### src/rtl/div_error_monitor.sv
// div_error_monitor
// Error-statistics monitor for a 16/8 approximate array divider. Each
// accepted sample (x, y, q_app, r_app) is re-divided exactly with an 8-step
// restoring divider. The exact result is then compared against the
// approximate one. Per-window totals are published once every WIN samples.
//
// Ports
//   clk        rising-edge clock
//   rst_n      asynchronous active-low reset
//   stat_clr   synchronous clear of accumulators and any in-flight sample
//   in_valid   sample present
//   in_ready   monitor idle, can accept a sample
//   x, y       dividend (16b), divisor (8b)
//   q_app      approximate quotient (8b)
//   r_app      approximate remainder (8b)
//   rpt_valid  one-cycle pulse, report outputs just updated
//   err_cnt    samples whose quotient or remainder mismatched
//   skip_cnt   samples not comparable (y==0 or quotient overflow)
//   sum_ed     saturating sum of |q_app - q_ex|
//   max_ed     maximum |q_app - q_ex|
module div_error_monitor #(
   parameter int unsigned WIN   = 256,
   parameter int unsigned ACC_W = 24
) (
   input  logic             clk,
   input  logic             rst_n,
   input  logic             stat_clr,
   input  logic             in_valid,
   output logic             in_ready,
   input  logic [15:0]      x,
   input  logic [7:0]       y,
   input  logic [7:0]       q_app,
   input  logic [7:0]       r_app,
   output logic             rpt_valid,
   output logic [15:0]      err_cnt,
   output logic [15:0]      skip_cnt,
   output logic [ACC_W-1:0] sum_ed,
   output logic [7:0]       max_ed
);

   localparam logic [1:0] S_IDLE = 2'd0;
   localparam logic [1:0] S_DIV  = 2'd1;
   localparam logic [1:0] S_CMP  = 2'd2;

   localparam logic [15:0] WIN_W = WIN[15:0];

   logic [1:0]       state_q, state_d;
   logic [7:0]       x_lo_q, x_lo_d;      // only the low byte is shifted in during DIV
   logic [7:0]       y_q, y_d;
   logic [7:0]       q_app_q, q_app_d;
   logic [7:0]       r_app_q, r_app_d;
   logic [8:0]       p_q, p_d;
   logic [7:0]       q_ex_q, q_ex_d;
   logic [2:0]       step_q, step_d;
   logic             skip_q, skip_d;
   logic [15:0]      idx_q, idx_d;
   logic [15:0]      err_acc_q, err_acc_d;
   logic [15:0]      skip_acc_q, skip_acc_d;
   logic [ACC_W-1:0] sum_acc_q, sum_acc_d;
   logic [7:0]       max_acc_q, max_acc_d;
   logic             rpt_valid_q, rpt_valid_d;
   logic [15:0]      err_cnt_q, err_cnt_d;
   logic [15:0]      skip_cnt_q, skip_cnt_d;
   logic [ACC_W-1:0] sum_ed_q, sum_ed_d;
   logic [7:0]       max_ed_q, max_ed_d;

   // Datapath helpers
   logic [8:0]       p_shift;
   logic [7:0]       ed;
   logic [ACC_W:0]   sum_ext;
   logic [15:0]      idx_inc;

   assign p_shift = {p_q[7:0], x_lo_q[step_q]};
   assign ed      = (q_app_q >= q_ex_q) ? (q_app_q - q_ex_q) : (q_ex_q - q_app_q);
   assign sum_ext = {1'b0, sum_acc_q} + {{(ACC_W-7){1'b0}}, ed};
   assign idx_inc = idx_q + 16'd1;

   always_comb begin
      state_d     = state_q;
      x_lo_d      = x_lo_q;
      y_d         = y_q;
      q_app_d     = q_app_q;
      r_app_d     = r_app_q;
      p_d         = p_q;
      q_ex_d      = q_ex_q;
      step_d      = step_q;
      skip_d      = skip_q;
      idx_d       = idx_q;
      err_acc_d   = err_acc_q;
      skip_acc_d  = skip_acc_q;
      sum_acc_d   = sum_acc_q;
      max_acc_d   = max_acc_q;
      rpt_valid_d = 1'b0;
      err_cnt_d   = err_cnt_q;
      skip_cnt_d  = skip_cnt_q;
      sum_ed_d    = sum_ed_q;
      max_ed_d    = max_ed_q;

      case (state_q)
         S_IDLE: begin
            if (in_valid) begin
               x_lo_d  = x[7:0];
               y_d     = y;
               q_app_d = q_app;
               r_app_d = r_app;
               p_d     = {1'b0, x[15:8]};
               q_ex_d  = 8'd0;
               step_d  = 3'd7;
               // A high byte >= y means the true quotient needs more than 8 bits.
               skip_d  = (y == 8'd0) || (x[15:8] >= y);
               state_d = ((y == 8'd0) || (x[15:8] >= y)) ? S_CMP : S_DIV;
            end
         end
         S_DIV: begin
            if (p_shift >= {1'b0, y_q}) begin
               p_d            = p_shift - {1'b0, y_q};
               q_ex_d[step_q] = 1'b1;
            end else begin
               p_d = p_shift;
            end
            if (step_q == 3'd0) begin
               state_d = S_CMP;
            end else begin
               step_d = step_q - 3'd1;
            end
         end
         S_CMP: begin
            state_d = S_IDLE;
            if (skip_q) begin
               skip_acc_d = skip_acc_q + 16'd1;
            end else begin
               if ((q_app_q != q_ex_q) || (r_app_q != p_q[7:0])) begin
                  err_acc_d = err_acc_q + 16'd1;
               end
               sum_acc_d = sum_ext[ACC_W] ? {ACC_W{1'b1}} : sum_ext[ACC_W-1:0];
               if (ed > max_acc_q) begin
                  max_acc_d = ed;
               end
            end
            if (idx_inc == WIN_W) begin
               // Publish totals that already include this sample, then restart.
               err_cnt_d   = err_acc_d;
               skip_cnt_d  = skip_acc_d;
               sum_ed_d    = sum_acc_d;
               max_ed_d    = max_acc_d;
               rpt_valid_d = 1'b1;
               idx_d       = 16'd0;
               err_acc_d   = 16'd0;
               skip_acc_d  = 16'd0;
               sum_acc_d   = '0;
               max_acc_d   = 8'd0;
            end else begin
               idx_d = idx_inc;
            end
         end
         default: state_d = S_IDLE;
      endcase

      // Clear overrides everything; the published report is left untouched.
      if (stat_clr) begin
         state_d     = S_IDLE;
         idx_d       = 16'd0;
         err_acc_d   = 16'd0;
         skip_acc_d  = 16'd0;
         sum_acc_d   = '0;
         max_acc_d   = 8'd0;
         rpt_valid_d = 1'b0;
         err_cnt_d   = err_cnt_q;
         skip_cnt_d  = skip_cnt_q;
         sum_ed_d    = sum_ed_q;
         max_ed_d    = max_ed_q;
      end
   end

   always_ff @(posedge clk or negedge rst_n) begin
      if (!rst_n) begin
         state_q     <= S_IDLE;
         x_lo_q      <= 8'd0;
         y_q         <= 8'd0;
         q_app_q     <= 8'd0;
         r_app_q     <= 8'd0;
         p_q         <= 9'd0;
         q_ex_q      <= 8'd0;
         step_q      <= 3'd0;
         skip_q      <= 1'b0;
         idx_q       <= 16'd0;
         err_acc_q   <= 16'd0;
         skip_acc_q  <= 16'd0;
         sum_acc_q   <= '0;
         max_acc_q   <= 8'd0;
         rpt_valid_q <= 1'b0;
         err_cnt_q   <= 16'd0;
         skip_cnt_q  <= 16'd0;
         sum_ed_q    <= '0;
         max_ed_q    <= 8'd0;
      end else begin
         state_q     <= state_d;
         x_lo_q      <= x_lo_d;
         y_q         <= y_d;
         q_app_q     <= q_app_d;
         r_app_q     <= r_app_d;
         p_q         <= p_d;
         q_ex_q      <= q_ex_d;
         step_q      <= step_d;
         skip_q      <= skip_d;
         idx_q       <= idx_d;
         err_acc_q   <= err_acc_d;
         skip_acc_q  <= skip_acc_d;
         sum_acc_q   <= sum_acc_d;
         max_acc_q   <= max_acc_d;
         rpt_valid_q <= rpt_valid_d;
         err_cnt_q   <= err_cnt_d;
         skip_cnt_q  <= skip_cnt_d;
         sum_ed_q    <= sum_ed_d;
         max_ed_q    <= max_ed_d;
      end
   end

   assign in_ready  = (state_q == S_IDLE);
   assign rpt_valid = rpt_valid_q;
   assign err_cnt   = err_cnt_q;
   assign skip_cnt  = skip_cnt_q;
   assign sum_ed    = sum_ed_q;
   assign max_ed    = max_ed_q;

endmodule

### config.mk
export PLATFORM = sky130hd
export DESIGN_NAME = div_error_monitor
export DESIGN_NICKNAME = d
export VERILOG_FILES = /design/src/rtl/div_error_monitor.sv
export SDC_FILE = /design/constraint.sdc
export NUM_CORES = 1
export LEC_CHECK = 0
export ABC_AREA = 1
export CAP_MARGIN = 10
export CORE_AREA = 3 3 230 119
export DETAILED_ROUTE_END_ITERATION = 16
export DIE_AREA = 0 0 233 122
export GPL_TIMING_DRIVEN = 0
export MAX_ROUTING_LAYER = met4
export PLACE_DENSITY = 0.74
export SLEW_MARGIN = 10
export SYNTH_ARGS = -nofsm -noshare
export SYNTH_HDL_FRONTEND = slang
export SYNTH_SLANG_ARGS = --single-unit
export TNS_END_PERCENT = 1
### constraint.sdc
create_clock -name clk -period 3.4 [get_ports clk]
set_input_delay 0.34 -clock clk [delete_from_list [all_inputs] [get_ports clk]]
set_output_delay 0.34 -clock clk [all_outputs]
set_load 0.01 [all_outputs]
Word level (Yosys, flattened, before mapping)
Cells that the tools add are included.

cells by class
  bitwise gates (word level) = 2
  order comparisons = 6
  reduce and logical (&&, ||, !) cells = 14
  equal/unequal tests = 10
  $add $sub $neg = 8
  multiplexer cells = 44

operators by type and width
  kind                   count
  $mux 16                12
  $mux 24                5
  $mux 8                 10
  $add 16x1->16 const B  3
  $pmux 8 s2             2
  $add 24x8->25          1
  $sub 8x8->8            3
  $eq 16x9->1 const B    1
  $ge 8x8->1             2
  $ne 8x8->1             2
  $ge 9x8->1             1
  $reduce_and 3->1       3
  $gt 8x8->1             1
  $logic_not 8->1        1
  $mux 2                 4
  $or 8x8->8             1
  $mux 3                 2
  $ne 2x2->1 const B     3
  $ne 3x3->1 const B     2
  $pmux 3 s2             1
  $reduce_and 2->1       3
  $mux 1                 5
  $lt 3x4->1 const B     1
  $pmux 2 s2             1
  12 further kinds       14

word-level totals
  output and inout bits = 66
  register bits = 199
  bits of input ports = 44
  word-level logic and storage cells = 103

Logic depth before layout (Yosys ltp)
Gate-level depths: netlist of run 1.

  depth in word-level cells = 8
  gate-level depth with buffers = 27
  gate-level depth less buffers = 26

Worst setup path before layout of run 1
No wires, ideal clock.

  kind = flip-flop to flip-flop
  start = reg q_app_q[0]
  end = reg max_ed_q[1], in the netlist max_ed[1]
  path slack = 105 ps
  arrival time = 3230 ps
  required time = 3335 ps
  buffers on the path = 1
  clock period less this slack = 3295 ps
  setup time = 65 ps
  cell stages (with the launch flop) = 25
  cells stage by stage = dfrtp_1 > inv_1 > ha_1 > inv_1 > fa_1 > nand2_1 > nand2_1 > nand2_1 > nand3_1 > nand2_1 > inv_1 > nor2_1 > inv_1 > ha_1 > nand2_1 > nand2_1 > nand2_1 > nand2_1 > nand2_1 > a21oi_1 > inv_1 > clkbuf_1 > o21ai_0 > nand3_1 > nand2_1

on the way
  longest elaborated chain between the ends = 5
  elaborated cells on any way between the ends = 7
  those cells by class = 2 x add/sub; 2 x order compare; 3 x mux

ends and longest elaborated chain
  item                                       RTL line  source
  start, declared                            50        logic [7:0] q_app_q, q_app_d;
  start signal, assigned                     200       q_app_q <= q_app_d;
  $sub 8x8->8 or $ge 8x8->1 (tied branches)  74        assign ed = (q_app_q >= q_ex_q) ? (q_app_q - q_ex_q) : (q_ex_q - q_app_q);
  $mux 8 (*)                                 74
  $gt 8x8->1                                 136       if (ed > max_acc_q) begin
  $mux 8 (*)                                 136
  $mux 8 (*)                                 129       if (skip_q) begin
  end signal, assigned                       215       max_ed_q <= max_ed_d;
  end, declared                              65        logic [7:0] max_ed_q, max_ed_d;

Every way passes the cells marked *; elsewhere a longest branch is shown, timed or not.
A chain may end at the register's enable or synchronous reset.

Worst setup path in the final report of run 1
  start = reg q_app_q[0]
  end = reg sum_ed_q[0], in the netlist sum_ed[0]

on the way
  longest elaborated chain between the ends = 5
  elaborated cells on any way between the ends = 7
  those cells by class = 3 x add/sub; 1 x order compare; 3 x mux

ends and longest elaborated chain
  item                                       RTL line  source
  $sub 8x8->8 or $ge 8x8->1 (tied branches)  74
  $mux 8 (*)                                 74
  $add 24x8->25 (*)                          75        assign sum_ext = {1'b0, sum_acc_q} + {{(ACC_W-7){1'b0}}, ed};
  $mux 24 (*)                                135       sum_acc_d = sum_ext[ACC_W] ? {ACC_W{1'b1}} : sum_ext[ACC_W-1:0];
  $mux 24 (*)                                129
  end signal, assigned                       214       sum_ed_q <= sum_ed_d;
  end, declared                              64        logic [ACC_W-1:0] sum_ed_q, sum_ed_d;

Marks and branches as above.

==> metrics, run 1 <==
crit-path max cell delay 390 ps; Leakage Power 7.769 nW; Flop pwr share 30.1%; outcome finished, final reports clean; CP required 3800 ps; Yosys cell types 44; Post-Synth Simple-Gate Area 36.56%; nets 2056; Post-synth EDFFs 0; Psw 3.991 mW; core box area 25290 µm²; Hold Fails Final Rpt 0; die height 122 µm; Peak Freq 0.3068 GHz; post-synthesis register bit count 199; Root Buffer clkbuf_16; pwr dens 609.2 nW/µm²; sequential area share after synthesis 39.33%; Routed Antenna Nets 0; most frequent cells in the layout nand2_1 (631), nand3_1 (213), dfrtp_1 (199), inv_1 (196), nor2_1 (121); commonest non-fill, non-tap cell in the layout nand2_1; CP Data Arrival Time 3660 ps; Syn Inst Count 1814; Comb pwr share 47.5%; first-pass GRT wire length 56.44 mm; post-route cell area 15360 µm²; flop-to-flop setup slack 140 ps; initial antenna violation count 0; Mean Syn Cell Area 6.980 µm²; slowest CP cell dfrtp_1; clk_lat worst skew 460 ps; fin crit share 95.87%; Worst-Margin Slew 829.8 ps; final WL 34.82 mm; final setup fails 0; asr flop ratio synth 100.0%; crit path max fanout 5; largest net degree at the start of global routing 107; FF-to-FF End sum_ed[0]$_DFFE_PN0P_; Placed Area 14220 µm²; critical path launch point type register; most used cell, CP nand2_2; # port buffers 109; post-synthesis mux area share 0%; clock power share 22.4%; via count 12180; I/O pin cnt 110; Worst slew margin 44.68%; grt total ovfl 0; Max-Cap Viols 0; vias in the first global route 11174; Pre-antenna DRT Iters 7; Hold Crit Class primary input to register; kind of critical path register to register; CTS Buf Count 17; Mapped Nets 1914; Critical Path Sink Type register; routability cong. 0.9592; DRC 0; largest family of logic cells by synthesized area simple AND/OR/NAND/NOR gates; DRT iter0 DRCs 1025; Initial Util 50.07%; Post-Synth XOR/XNOR Area 2.144%; FF-to-FF Start q_app_q[0]$_DFFE_PN0P_; drt wl/cell 15.05 µm; Sw Share 42.63%; total track usage 25.62%; Antenna Cells 0; CTS tree yes; DR vias/cell 5.266; Synth-to-Final Area Change 21.34%; overall power 9.361 mW; fin crit period 3260 ps; H-tree Lvls 4; row count 41; internal power 5.370 mW; VDD IR-drop max 0.0004407 V; Critical Path Sink sum_ed[0]$_DFFE_PN0P_; Post-Syn Area 12660 µm²; cell count of the worst reg-to-reg path 25; post-synthesis adder-cell area fraction 5.771%; post-synthesis compound-gate area fraction 6.660%; CTS max path bufs 2; final clock skew 12.45 ps; Clock Sinks 199; CTS clk-pin slew, worst paths 70 ps; Top FF cell, synth dfrtp_1; Critical Path Start q_app_q[0]$_DFFE_PN0P_; yosys warns 0; Post-DP HPWL 25.63 mm; share of layout cells above drive strength 1 9.650%; Die Area 28430 µm²; Die W 233 µm; final count of pins violating max slew 0
==> worst max-delay path, delay by kind of cell (launching register included) <==
kind          cells  cell delay [ps]
simple gates     19             1830
fa+ha+maj         3              780
flops             1              390
buf+inv           3              180
==> power by group through the flow <==
stage               combinational, mW  clock (mW)  sequential, mW
floorplan                        2.73           0            2.79
global placement                 3.57           0            2.84
detailed placement               3.62           0            2.84
CTS                              3.98        2.12            2.81
global route                     5.00        2.21            2.85
finish                           4.45        2.09            2.82
==> per-layer routing <==
metal  vias up  global-route usage, %  wire length (µm)
met5         -                      -                 0
met4         0                  7.796               592
met3        39                  3.458              1917
met2       344                  40.01             15870
met1      5721                  35.00             16440
li1       6076                      -                 -
==> registers in the layout (all words and copies together) (netlist names) <==
| name | cells |
|---|---|
| err_acc_q | 16 |
| err_cnt | 16 |
| idx_q | 16 |
| max_acc_q | 8 |
| max_ed | 8 |
| p_q | 8 |
| q_app_q | 8 |
| q_ex_q | 8 |
| r_app_q | 8 |
| rpt_valid | 1 |
| skip_acc_q | 16 |
| skip_cnt | 16 |
| skip_q | 1 |
| state_q | 2 |
| step_q | 3 |
| sum_acc_q | 24 |
| sum_ed | 24 |
| x_lo_q | 8 |
| y_q | 8 |
==> logic make-up after synthesis <==
logic type               count (synthesis)
buffers and inverters                  278
AND/OR/NAND/NOR                       1091
flip-flops                             199
adder cells (fa/ha/maj)                 56
XOR/XNOR                                31
AO/OA/AOI/OAI                          159
==> what timing repair did <==
item / 4_1_cts / 5_1_grt
cloned: 1 / 1
hold buffers: 1 / 0
gates resized for setup: 43 / 86
setup endpoints to repair: 64 / 64
pin swaps: 6 / 18
hold endpoints to repair: 103 / 0
setup buffers: 5 / 5
==> through the flow <==
step           utilization (%)  hold WS [ps]  worst slack (ps)  std cells  setup TNS (ps)
6_report                 60.75         408.3             140.3       2313               0
5_1_grt                  60.75         410.2            -56.16       2313          -474.5
4_1_cts                  59.56         393.2            -10.99       2307          -15.58
3_5_place_dp             56.21         459.4            -754.7       2268          -35140
3_3_place_gp             56.08         453.2             -6372       2267        -1294190
2_1_floorplan                -         44.41             104.7       1814               0
==> cells in the mapped netlist, drive strengths merged (7+ instances only) <==
cell type / number / share of area [%]
buf: 33 / 2.2
o21ai: 99 / 3.9
dfrtp: 199 / 39
nor2: 137 / 4.3
nand4: 31 / 1.7
inv: 212 / 6.3
nand2: 656 / 20
nor3: 15 / 0.68
a21boi: 7 / 0.42
xor2: 24 / 1.7
xnor2: 7 / 0.48
ha: 52 / 5.1
nand3: 232 / 9.3
a21oi: 38 / 1.5
clkbuf: 31 / 0.99
==> worst min path at each step <==
stage / from / endpoint / cells past startpoint
CTS: x[7] / x_lo_q[7]$_DFFE_PN0P_ / 3
detailed placement: rst_n / y_q[5]$_DFFE_PN0P_ / 1
floorplan: rst_n / err_acc_q[0]$_DFFE_PN0P_ / 0
global placement: err_cnt[11]$_DFFE_PN0P_ / err_cnt[11]$_DFFE_PN0P_ / 2
global route: r_app[3] / r_app_q[3]$_DFFE_PN0P_ / 3
finish: x[7] / x_lo_q[7]$_DFFE_PN0P_ / 3
==> cell type report <==
| class | count | area (µm²) |
|---|---|---|
| fill | 2341 | 9926 |
| timing repair buffer | 122 | 1220 |
| inverter | 214 | 803.3 |
| multi-input combinational | 1338 | 6910 |
| buffer | 64 | 430.4 |
| tap | 344 | 430.4 |
| clock buffer | 22 | 484.2 |
| sequential | 199 | 4980 |
| clock inverter | 10 | 106.4 |
Note: power is estimated with default switching activity, not from simulation.
==> run 2, diff against run 1 <==
- ABC_AREA: 1 -> default
- CORE_AREA: 3 3 230 119 -> 3 3 219 114
- DIE_AREA: 0 0 233 122 -> 0 0 222 117
- PLACE_DENSITY: 0.74 -> 0.73
==> metrics, run 2 <==
Hold Crit Class primary input to register; Post-DP HPWL 22.69 mm; VDD IR-drop max 0.0003597 V; Peak Freq 0.2412 GHz; area of the multi-input gates 6465 µm²; Leakage Power 6.236 nW; final worst slack -746.5 ps; crit path max fanout 6; most used cell, CP inv_2; WHS Path Cells 2; initial antenna violation count 0; FF-to-FF Start q_app_q[0]$_DFFE_PN0P_; largest net degree at the start of global routing 110; crit-path max cell delay 390 ps; flop-to-flop setup slack -750 ps; # port buffers 108; grt total ovfl 0; Routed Antenna Nets 0; outcome complete, but fails checks; total track usage 25.76%; core box area 22890 µm²; Initial Util 50.22%; CTS max path bufs 2; final count of pins violating max slew 0; clk_lat worst skew 450 ps; unrepaired setup endpoints after global routing yes; Clock Sinks 199; Commonest cells post-synth dfrtp_1 (199), nand2_1 (171), o21ai_0 (136), inv_1 (81), a21oi_1 (72); vias in the first global route 9989; routability cong. 0.9223; commonest non-fill, non-tap cell in the layout dfrtp_1; Post-synth EDFFs 0; Fill cells 1964; dpl ws -1674 ps; yosys warns 0; fin crit period 4147 ps; nets 1525; Antenna Cells 0; Placed Area 13070 µm²; Yosys cell types 72; final WL 32.04 mm; row count 39; Core Util, Final 62.75%; hold path endpoint state_q[1]$_DFFE_PN0P_; CP required 3730 ps; Top FF cell, synth dfrtp_1; drt wl/cell 18.36 µm; die height 117 µm; WP buf/inv 5; most frequent cells in the layout dfrtp_1 (199), nand2_1 (170), o21ai_0 (115), clkdlybuf4s50_1 (107), inv_1 (77); post-synthesis register bit count 199; final setup fails 64; FF-to-FF End sum_ed[19]$_DFFE_PN0P_; Mean Syn Cell Area 8.978 µm²; fin crit share 122.0%; CTS tree yes; CTS clk-pin slew, worst paths 70 ps; Die W 222 µm; I/O pin cnt 110; Die Area 25970 µm²; asr flop ratio synth 100.0%; first-pass GRT wire length 51.28 mm; violations in the final reports negative setup slack; crit-path leading delay family compound AO/OA/AOI/OAI gates; DRT iter0 DRCs 875; sequential area share after synthesis 43.33%; post-route cell area 14360 µm²; Hold Startpoint stat_clr; H-tree Lvls 4; top cell type by total area after synthesis dfrtp_1; Max-Cap Viols 0; kind of critical path register to register; Worst-Margin Slew 790.1 ps; DR vias/cell 5.771; DRC 0; Worst slew margin 47.13%; Synth-to-Final Area Change 24.96%; critical path launch point type register; Hold Fails Final Rpt 0; Post-Syn Area 11490 µm²; Root Buffer clkbuf_16; Syn Inst Count 1280; Reg area 4980 µm²; main area contributors after synthesis dfrtp_1 (43%), o21ai_0 (5.9%), ha_1 (5.7%); cell count of the worst reg-to-reg path 20; most numerous cell in the Yosys netlist dfrtp_1; Mapped Nets 1380; pwr dens 610.7 nW/µm²; CP Cell Sequence inv_2, ha_4, inv_2, fa_2, a21oi_4, o22ai_4, o41ai_4, buf_6, mux2i_1, xor2_1, inv_2, ha_4, o21ai_2, o21ai_2, a41o_1, buf_6, nand3_1, nand2_1, nor4b_2, a21oi_1; share of layout cells above drive strength 1 12.87%; CTS Buf Count 17; CP Data Arrival Time 4480 ps; Critical Path Sink Type register; final clock skew 9.958 ps; slowest CP cell dfrtp_1; via count 10071; Yosys top cell area share 43.33%; Pre-antenna DRT Iters 6
==> run 2: changes by cell type after synthesis, moves of 15 or more <==
cell | previous run | this run
nand3_1 | 229 | 41
clkbuf_1 | 28 | 46
xnor2_1 | 7 | 36
nor3_1 | 14 | 33
a22o_1 | 0 | 15
inv_1 | 210 | 81
o21ai_0 | 99 | 136
nor2_1 | 132 | 71
a21o_1 | 2 | 27
nand2_1 | 650 | 171
a21oi_1 | 38 | 72
mux2i_1 | 0 | 18
or3_1 | 0 | 25
==> run 2: power breakdown <==
part	switching, mW	internal [mW]	leakage [nW]
combinational	2.25	1.67	3.25
clock	0.951	1.19	0.302
sequential	0.171	2.54	2.68
==> run 2: area by class of cell <==
cell class                 instances  share of cell area, %
clock inverter                    13                  1.185
buffer                            62                  2.274
timing repair buffer             128                  8.948
inverter                          82                  2.143
sequential                       199                  34.67
multi-input combinational        935                  45.02
clock buffer                      19                  3.084
tap                              307                  2.675
==> run 2: kinds of logic after synthesis <==
| kind of cell | Yosys count | synth area share [%] |
|---|---|---|
| AOI/OAI and AO/OA | 338 | 18.28 |
| xor gates and xnor gates | 64 | 4.878 |
| adders and majority gates | 56 | 6.358 |
| buffers and inverters | 146 | 5.095 |
| DFF | 199 | 43.33 |
| muxes | 34 | 3.353 |
| and+or+nand+nor | 443 | 18.70 |
==> run 2: worst max-delay path by stage <==
| stage | start | slack [ps] | to | cells past startpoint |
|---|---|---|---|---|
| after floorplan | q_app_q[0]$_DFFE_PN0P_ | -730 | sum_ed[10]$_DFFE_PN0P_ | 17 |
| after global placement | rst_n | -6510 | err_cnt[6]$_DFFE_PN0P_ | 1 |
| after detailed placement | q_app_q[0]$_DFFE_PN0P_ | -1670 | max_acc_q[6]$_DFFE_PN0P_ | 17 |
| after CTS | q_app_q[0]$_DFFE_PN0P_ | -810 | sum_ed[16]$_DFFE_PN0P_ | 20 |
| after global routing | q_app_q[0]$_DFFE_PN0P_ | -850 | sum_ed[0]$_DFFE_PN0P_ | 20 |
| final | q_app_q[0]$_DFFE_PN0P_ | -750 | sum_ed[19]$_DFFE_PN0P_ | 20 |
==> run 2: worst register-to-register path, delay by kind of cell, from the launching register on <==
family	cells	cell delay, ps
flip-flops	1	390
adder cells (fa/ha/maj)	3	830
multiplexers	1	220
AND/OR/NAND/NOR	3	530
AO/OA/AOI/OAI	7	1160
XOR/XNOR	1	320
buffers and inverters	5	600
==> run 2: routing by layer <==
metal	vias to the layer above	part of all wire [%]	GRT usage, %
met2	288	46	41.44
met3	55	5.5	4.087
met1	4920	46	33.93
li1	4808	-	-
met5	-	0	-
met4	0	2.1	8.685
==> run 2: per-stage QoR <==
stage / hold WS, ps / TNS, ps / std cells / power (mW)
5_1_grt: 399.5 / -47550 / 1745 / 9.237
3_5_place_dp: 423.2 / -85630 / 1696 / 5.630
6_report: 391.1 / -37610 / 1745 / 8.770
3_3_place_gp: 455.7 / -1375180 / 1695 / 5.549
4_1_cts: 395.6 / -41560 / 1746 / 8.464
2_1_floorplan: 44.41 / -30420 / 1280 / 4.833
==> run 2: repair_timing <==
action | CTS | global route
hold endpoints to repair | 90 | 0
hold buffers | 1 | 0
cloned | 0 | 0
setup buffers | 17 | 1
endpoints found under the setup margin | 79 | 103
pin swaps | 29 | 12
resized for setup | 90 | 46
==> run 3, diff against run 2 <==
- PLACE_DENSITY: 0.73 -> default
- PLACE_DENSITY_LB_ADDON: default -> 0.25
- SLEW_MARGIN: 10 -> 20
==> metrics, run 3 (synthesis results as in run 2) <==
initial antenna violation count 0; core box area 22890 µm²; violations in the final reports negative setup slack; Peak Freq 0.2417 GHz; DRT iter0 DRCs 918; CP Data Arrival Time 4540 ps; Hold Crit Class primary input to asynchronous set/reset pin; Core Util, Final 63.68%; cell count of the worst reg-to-reg path 18; VDD IR-drop max 0.0003744 V; CTS Buf Count 17; Synth-to-Final Area Change 26.80%; row count 39; final WL 32.46 mm; largest net degree at the start of global routing 90; Leakage Power 6.271 nW; final worst slack -737.9 ps; Routed Antenna Nets 0; share of layout cells above drive strength 1 13.69%; Max-Cap Viols 0; commonest non-fill, non-tap cell in the layout dfrtp_1; flop-to-flop setup slack -740 ps; Antenna Cells 0; Critical Path Start q_app_q[0]$_DFFE_PN0P_; CTS tree yes; die height 117 µm; DR vias/cell 5.847; Worst-Margin Slew 765.6 ps; vias in the first global route 10190; fin crit share 121.7%; I/O pin cnt 110; final count of pins violating max slew 0; Hold Fails Final Rpt 0; clk_lat worst skew 460 ps; FF-to-FF Start q_app_q[0]$_DFFE_PN0P_; drt wl/cell 18.52 µm; Die W 222 µm; Initial Util 50.22%; Root Buffer clkbuf_16; fin crit period 4138 ps; FF-to-FF End sum_ed[17]$_DFFE_PN0P_; final clock skew 11.04 ps; kind of critical path register to register; DRC 0; Clock Sinks 199; grt total ovfl 0; pwr dens 622.8 nW/µm²; via count 10250; critical path launch point type register; most frequent cells in the layout dfrtp_1 (199), nand2_1 (170), o21ai_0 (120), clkdlybuf4s50_1 (107), inv_1 (75); Die Area 25970 µm²; overall power 9.076 mW; unrepaired setup endpoints after global routing yes; # port buffers 108; CTS max path bufs 2; final setup fails 64; crit path max fanout 5; outcome complete, but fails checks; CP required 3800 ps; nets 1533; Post-DP HPWL 22.91 mm; H-tree Lvls 4; Critical Path Sink Type register; Worst slew margin 48.77%; CTS clk-pin slew, worst paths 80 ps; total track usage 26.28%; first-pass GRT wire length 52.54 mm; Pre-antenna DRT Iters 5; routability cong. 0.8993
==> run 3: final cells by class <==
| class | count | area, µm² |
|---|---|---|
| Multi-Input combinational cell | 935 | 6559 |
| Inverter | 82 | 307.8 |
| Clock buffer | 18 | 439.2 |
| Buffer | 61 | 320.3 |
| Sequential cell | 199 | 4980 |
| Clock inverter | 14 | 210.2 |
| Timing Repair Buffer | 137 | 1373 |
| Tap cell | 307 | 384.1 |
| Fill cell | 1894 | 8313 |
==> run 3: what timing repair did <==
item / 4_1_cts / 5_1_grt
cloned: 1 / 0
buffers inserted: 21 / 4
hold buffers: 1 / 0
pin swaps: 28 / 22
endpoints found under the hold margin: 35 / 0
gates resized for setup: 101 / 38
endpoints found under the setup margin: 80 / 103
==> run 3: per-layer routing <==
layer	share of wire, %	track usage [%]	vias to the layer above
met2	47	42.61	338
met3	6.2	4.984	56
met5	0	-	-
li1	-	-	4805
met1	45	33.73	5051
met4	2.1	9.068	0
==> run 3: worst max-delay path: stages, from the launching register on <==
cell	delay (ps)
dfrtp_1	400
inv_2	80
ha_4	130
inv_2	40
fa_2	360
a21oi_4	200
o22ai_4	100
o41ai_4	320
mux2i_1	310
xor2_1	320
inv_2	120
ha_4	330
o21ai_2	70
o21ai_2	240
a41oi_4	220
nor3b_2	290
nor2_1	80
a311oi_1	350
a21o_1	130
==> run 3: how the worst max path moves through the flow <==
stage,endpoint,depth (start not counted)
CTS,sum_ed[12]$_DFFE_PN0P_,19
global route,sum_ed[12]$_DFFE_PN0P_,20
global placement,err_cnt[5]$_DFFE_PN0P_,1
detailed placement,max_acc_q[6]$_DFFE_PN0P_,17
finish,sum_ed[17]$_DFFE_PN0P_,18
floorplan,sum_ed[10]$_DFFE_PN0P_,17
==> run 3: stage by stage <==
| stage | setup TNS, ps | instances | hold WS [ps] | worst slack [ps] | instance area [µm²] |
|---|---|---|---|---|---|
| 5_1_grt | -48640 | 1753 | 363.5 | -904.5 | 14570 |
| 3_3_place_gp | -1353090 | 1695 | 455.3 | -6411 | 13040 |
| 3_5_place_dp | -83350 | 1697 | 242.7 | -1674 | 13100 |
| 2_1_floorplan | -30420 | 1280 | 44.41 | -728.8 | 11570 |
| 6_report | -36670 | 1753 | 348.5 | -737.9 | 14570 |
| 4_1_cts | -37280 | 1750 | 340.1 | -750.4 | 14390 |
==> run 3: power by group <==
part	switching, mW	total [mW]	internal (mW)	leakage, nW
combinational	2.32	4.10	1.78	3.27
clock	0.986	2.26	1.27	0.316
sequential	0.174	2.72	2.54	2.68
total	3.48	9.08	5.60	6.27
